**config.mk**
```make
export PLATFORM = sky130hd
export DESIGN_NAME = multicycle_control_fsm
export DESIGN_NICKNAME = d
export VERILOG_FILES = /design/src/rtl/multicycle_control_fsm.sv
export SDC_FILE = /design/constraint.sdc
export NUM_CORES = 1
export LEC_CHECK = 0
export BUFFER_PORTS_ARGS = -buffer_cell sky130_fd_sc_hd__buf_4
export CORE_MARGIN = 5
export CORE_UTILIZATION = 44
export CTS_CLUSTER_SIZE = 8
export DETAILED_ROUTE_END_ITERATION = 7
export PLACE_DENSITY = 0.75
export SLEW_MARGIN = 25
export SYNTH_ARGS = -nofsm -noshare
export SYNTH_HDL_FRONTEND = slang
export SYNTH_SLANG_ARGS = --single-unit
```
**constraint.sdc**
```tcl
create_clock -name clk -period 1.48 [get_ports clk]
set_clock_uncertainty 0.1 [all_clocks]
set_input_delay 0.074 -clock clk [delete_from_list [all_inputs] [get_ports clk]]
set_output_delay 0.074 -clock clk [all_outputs]
set_load 0.03 [all_outputs]
```
**src/rtl/multicycle_control_fsm.sv**
```systemverilog
// multicycle_control_fsm: sequences RV32I instructions through fetch/decode/execute/memory/writeback for a shared-ALU, unified-memory core
module multicycle_control_fsm #(
  parameter int STATE_W = 4
) (
  input  logic               clk,
  input  logic               reset,
  input  logic [6:0]         opcode,
  input  logic [2:0]         funct3,
  input  logic               funct7_5,
  input  logic               zero,
  input  logic               mem_ready,
  output logic               pc_write,
  output logic               adr_src,
  output logic               mem_write,
  output logic               ir_write,
  output logic [1:0]         result_src,
  output logic [1:0]         alu_src_a,
  output logic [1:0]         alu_src_b,
  output logic [1:0]         imm_src,
  output logic [2:0]         alu_control,
  output logic               reg_write,
  output logic               illegal_instr,
  output logic [STATE_W-1:0] state
);
  typedef enum logic [3:0] {
    FETCH    = 4'd0,
    DECODE   = 4'd1,
    MEMADR   = 4'd2,
    MEMREAD  = 4'd3,
    MEMWB    = 4'd4,
    MEMWRITE = 4'd5,
    EXECUTER = 4'd6,
    ALUWB    = 4'd7,
    EXECUTEI = 4'd8,
    JAL      = 4'd9,
    BEQ      = 4'd10
  } state_t;
  localparam logic [6:0] OP_LW = 7'b0000011;
  localparam logic [6:0] OP_SW = 7'b0100011;
  localparam logic [6:0] OP_R  = 7'b0110011;
  localparam logic [6:0] OP_I  = 7'b0010011;
  localparam logic [6:0] OP_BEQ = 7'b1100011;
  localparam logic [6:0] OP_JAL = 7'b1101111;
  state_t st, nxt;
  logic [2:0] funct_alu;
  logic [1:0] imm_dec;
  always_ff @(posedge clk or posedge reset)
    if (reset) st <= FETCH;
    else st <= nxt;
  assign state = STATE_W'(st);
  always_comb begin
    funct_alu = funct3 == 3'b000 ? ((opcode == OP_R && funct7_5) ? 3'b001 : 3'b000) :
                funct3 == 3'b001 ? 3'b100 :
                funct3 == 3'b010 ? 3'b101 :
                funct3 == 3'b110 ? 3'b011 :
                funct3 == 3'b111 ? 3'b010 : 3'b000;
    imm_dec = opcode == OP_SW ? 2'b01 : opcode == OP_BEQ ? 2'b10 : opcode == OP_JAL ? 2'b11 : 2'b00;
  end
  // Every output is forced idle while reset is high, so nothing leaks from the FETCH decode.
  always_comb begin
    nxt           = FETCH;
    pc_write      = 1'b0;
    adr_src       = 1'b0;
    mem_write     = 1'b0;
    ir_write      = 1'b0;
    result_src    = 2'b00;
    alu_src_a     = 2'b00;
    alu_src_b     = 2'b00;
    imm_src       = 2'b00;
    alu_control   = 3'b000;
    reg_write     = 1'b0;
    illegal_instr = 1'b0;
    if (!reset) begin
      imm_src = imm_dec;
      case (st)
        FETCH: begin
          alu_src_b  = 2'b10;
          result_src = 2'b10;
          ir_write   = mem_ready;
          pc_write   = mem_ready;
          nxt        = mem_ready ? DECODE : FETCH;
        end
        DECODE: begin
          alu_src_a = 2'b01;
          alu_src_b = 2'b01;
          nxt = (opcode == OP_LW || opcode == OP_SW) ? MEMADR :
                opcode == OP_R   ? EXECUTER :
                opcode == OP_I   ? EXECUTEI :
                opcode == OP_BEQ ? BEQ :
                opcode == OP_JAL ? JAL : FETCH;
          illegal_instr = !(opcode inside {OP_LW, OP_SW, OP_R, OP_I, OP_BEQ, OP_JAL});
        end
        MEMADR: begin
          alu_src_a = 2'b10;
          alu_src_b = 2'b01;
          nxt       = opcode[5] ? MEMWRITE : MEMREAD;
        end
        MEMREAD: begin
          adr_src = 1'b1;
          nxt     = mem_ready ? MEMWB : MEMREAD;
        end
        MEMWB: begin
          result_src = 2'b01;
          reg_write  = 1'b1;
        end
        MEMWRITE: begin
          adr_src   = 1'b1;
          mem_write = 1'b1;
          nxt       = mem_ready ? FETCH : MEMWRITE;
        end
        EXECUTER: begin
          alu_src_a   = 2'b10;
          alu_control = funct_alu;
          nxt         = ALUWB;
        end
        EXECUTEI: begin
          alu_src_a   = 2'b10;
          alu_src_b   = 2'b01;
          alu_control = funct_alu == 3'b001 ? 3'b000 : funct_alu;
          nxt         = ALUWB;
        end
        ALUWB: reg_write = 1'b1;
        BEQ: begin
          alu_src_a   = 2'b10;
          alu_control = 3'b001;
          pc_write    = zero;
        end
        JAL: begin
          alu_src_a = 2'b01;
          alu_src_b = 2'b10;
          pc_write  = 1'b1;
          nxt       = ALUWB;
        end
        default: imm_src = 2'b00;
      endcase
    end
  end
endmodule

```
==> results of run 1 <==
[synthesized netlist by cell type (all sizes together) (2+ instances only)]
cell and n:
xnor2 2, xor2 2, nand2 7, a31oi 5, a2111oi 2, o21ai 6
a21oi 7, nand2b 10, inv 4, nor2 10, and2b 2, a211oi 3
buf 5, nor3 10, dfrtp 4, nand4 3
[logic make-up after synthesis]
group	after synthesis	synth area share
buf+inv	9	0.07773
compound gates	28	0.2792
simple gates	53	0.4523
xor+xnor	4	0.04948
flops	4	0.1413
[through the flow]
| step | utilization | setup TNS (ns) | cells |
|---|---|---|---|
| floorplan | - | -0.5593 | 98 |
| global placement | 0.8087 | -0.0008309 | 162 |
| detailed placement | 0.8087 | -0.1442 | 162 |
==> flow_metrics.tcl, run 1 <==
set metrics [dict create \
    status "did not finish" \
    stop_stage "clock tree synthesis (4_1_cts)" \
    error "[ERROR DPL-0033] detailed placement checks failed during check placement." \
    die_h_um 50.12 \
    clock-sinks 4 \
    syn_nets 113 \
    start_util 0.4647 \
    synth-main-ff-cell "dfrtp_1" \
    cts_resized 47 \
    dieWidth_um 50.12 \
    synth_largest_area_cell "dfrtp_1" \
    netlist_top_cells_area "dfrtp_1 (14%), nand2b_1 (8.8%), nor3_1 (5.7%), a21oi_1 (4.9%), nor2_1 (4.8%)" \
    postSynthAreaPerCell_um2 7.226 \
    ys_ff_latch 4 \
    ys_seq_area_frac 0.1413 \
    cts_setup_buffers 10 \
    cts_buffers 3 \
    synthCells 98 \
    synth.distinct_cells 37 \
    pre_cts_ws_ns -0.07332 \
    pin_count 36 \
    synth_area_um2 708.2 \
    gp_congestion 0.9235 \
    place_hpwl_um 2210 \
    synthArstFlopShare 1.000 \
    cts_buffer_depth 2 \
    cts_max_level 1 \
    cts_root_buffer "clkbuf_4" \
    ys_warn_count 0 \
    hold_buffers 1 \
    rows 14 \
    io_buffers 35 \
    synth_top_cell_area_share 0.1413 \
    synth_edf_count 0 \
    place_area_um2 1232 \
]
==> inputs of run 2 (changes only) <==
--- a/config.mk
+++ b/config.mk
@@ -6,11 +6,10 @@
 export NUM_CORES = 1
 export LEC_CHECK = 0
 export BUFFER_PORTS_ARGS = -buffer_cell sky130_fd_sc_hd__buf_4
-export CORE_MARGIN = 5
-export CORE_UTILIZATION = 44
-export CTS_CLUSTER_SIZE = 8
+export CORE_AREA = 5 5 66 68
 export DETAILED_ROUTE_END_ITERATION = 7
-export PLACE_DENSITY = 0.75
+export DIE_AREA = 0 0 71 73
+export PLACE_DENSITY_LB_ADDON = 0.15
 export SLEW_MARGIN = 25
 export SYNTH_ARGS = -nofsm -noshare
 export SYNTH_HDL_FRONTEND = slang
==> run 2 against run 1 <==
Effect of this change:
- the flow now finishes, with violations (setup timing)
- synthesized cell count stayed put
- area after synthesis stayed put
==> flow_metrics.tcl, run 2 <==
set metrics [dict create \
    ys_seq_area_frac 0.1413 \
    worst_slack_ns -0.2137 \
    largest_register_ffs 4 \
    synth_most_common_cell "nand2b_1" \
    drtPass1Iterations 4 \
    cts_buffer_depth 2 \
    slew_headroom 0.8218 \
    grt_pass1_vias 1086 \
    gp_congestion 0.7991 \
    core_area_um2 3799 \
    required_ns 1.31 \
    layout-drive-gt1-share 0.7619 \
    grt_overflow 0 \
    ant_nets 0 \
    synth_edf_count 0 \
    finalCoreUtilization 0.4638 \
    io_buffers 35 \
    routed_via_density 4.688 \
    postSynthAreaPerCell_um2 7.226 \
    die_h_um 73 \
    cap_viol_max_count 0 \
    pin_count 36 \
    wl_per_cell_um 14.82 \
    synthCells 98 \
    final_area_um2 1762 \
    cp.arrival_ns 1.52 \
    cts_max_level 1 \
    status "finished, violations left" \
    synth-main-ff-cell "dfrtp_1" \
    synth_top_cell_area_share 0.1413 \
    dr_total_vias 1022 \
    synth.cells.most_frequent "nand2b_1 (10), nor2_1 (9), nor3_1 (8), a21oi_1 (7), nand2_1 (7)" \
    place_hpwl_um 2296 \
    grt_pass1_wl_um 5016 \
    vdd_drop_max_v 0.0002762 \
    nNetsFinal 185 \
    max_freq_mhz 590.4 \
    violations "setup timing" \
    crit_type "reg2out" \
    hold_viol 0 \
    hp-class "in2reg" \
    syn_nets 113 \
    cpPeakStageDelay_ns 0.43 \
    grt_util_all_layers 0.1208 \
    wl_met2_um 1772 \
    cts_buffers 3 \
    start_util 0.1864 \
    leakagePower_nw 0.7270 \
    cts_tree "done" \
    tightest_slew_ns 0.2663 \
    cp_max_fo 5 \
    diodes 0 \
    startpoint_type "flop" \
    clk_pin_slew_ns 0.03 \
    synth.distinct_cells 37 \
    netlist_top_cells_area "dfrtp_1 (14%), nand2b_1 (8.8%), nor3_1 (5.7%), a21oi_1 (4.9%), nor2_1 (4.8%)" \
    slew_violations 0 \
    rows 23 \
    dieArea_um2 5183 \
    rsz0062_at_grt "yes" \
    ys_warn_count 0 \
    drt_iter0_drc 20 \
    clock-sinks 4 \
    critical_path.most_common_cell "buf_6" \
    antenna_found_initial 0 \
    grt_max_degree 9 \
    crit_path_cell_trace "buf_6 -> buf_6 -> xor2_4 -> nor4_4 -> buf_6" \
    critPathSlowestCell "dfrtp_2" \
    fin_crit_ns 1.694 \
    powerDensity_nw_per_um2 346.2 \
    wl_met1_um 1316 \
    place_area_um2 1290 \
    insertion_delay_ns 0.21 \
    final_cell_mix "buf_4 (46), buf_6 (23)" \
    dieWidth_um 71 \
    ys_ff_latch 4 \
    synth_largest_area_cell "dfrtp_1" \
    wl_um 3230 \
    synthArstFlopShare 1.000 \
    end_kind "output pin" \
    setup_viol 16 \
    post-route-period-util 1.144 \
    dr.max_layer_used "met4" \
    area_delta_synth_final_pct 148.8 \
    remaining_drc_errors 0 \
    cts_root_buffer "clkbuf_8" \
    wl_met3_um 133 \
    pre_cts_ws_ns -0.03688 \
    layout_commonest_cell "buf_4" \
    synth_area_um2 708.2 \
]
run 2: cell counts after synthesis:
Identical to the previous run, type by type.
run 2: cell families (layout without fill, tap and decap cells):
group | count (synthesis) | in the layout | synth area share
AND/OR/NAND/NOR | 53 | 53 | 0.4523
flip-flops | 4 | 4 | 0.1413
buffers and inverters | 9 | 79 | 0.07773
AO/OA/AOI/OAI | 28 | 28 | 0.2792
XOR/XNOR | 4 | 4 | 0.04948
run 2: worst paths after layout:
kind                            from      endpoint  slack [ns]  cells after the start
setup reg to reg            state[1]      state[0]           0                      6
hold reg to reg             state[0]      state[1]        0.67                      4
hold / removal             opcode[4]      state[3]        0.08                      3
setup / recovery            state[3]  alu_src_b[1]       -0.21                      5
max in group asynchronous      reset      state[3]        0.66                      3
min in group asynchronous      reset      state[2]        0.42                      3
run 2: final cells by class:
type / count / area (um2)
fillers: 390 / 2037
multi-input cells: 85 / 888.4
flip-flops and latches: 4 / 105.1
repair buffers: 72 / 649.4
well taps: 50 / 62.56
inverters: 4 / 15.01
clock buffers: 3 / 41.29
run 2: routing by layer:
metal | global-route usage | vias to the layer above
met5 | 0 | -
met4 | 0.04175 | 0
met3 | 0.02066 | 2
met2 | 0.2214 | 28
met1 | 0.1412 | 487
li1 | - | 505
run 2: through the flow:
step                hold slack [ns]  std cells  power, mW  setup TNS, ns
finish                      0.07985        218     0.6100         -1.836
global route                0.08601        218     0.6414         -2.831
CTS                         0.08505        212     0.5866         -1.953
detailed placement        -0.008170        198     0.3320       -0.06975
global placement           -0.01074        198     0.3302        -0.1394
floorplan                   -0.2471         98     0.2283        -0.5593
run 2: report_power, final:
part	internal, mW	leakage (nW)	switching (mW)	total (mW)
combinational	0.128	0.657	0.140	0.268
sequential	0.113	0.0486	0.00321	0.116
clock	0.173	0.0216	0.0532	0.226
total	0.414	0.727	0.196	0.610
run 2: worst max-delay path, delay by kind of cell, from the launching register on:
family / cells / cell delay (ns)
flops: 1 / 0.43
xor+xnor: 1 / 0.15
simple gates: 1 / 0.29
buf+inv: 3 / 0.45
run 2: timing repair:
action | CTS | global route
setup endpoints to repair | 17 | 20
endpoints found under the hold margin | 4 | 0
resized for setup | 37 | 34
hold buffers | 1 | 0
pin swaps | 10 | 19
buffers inserted | 10 | 7
Note: power is estimated with default switching activity, not from simulation.
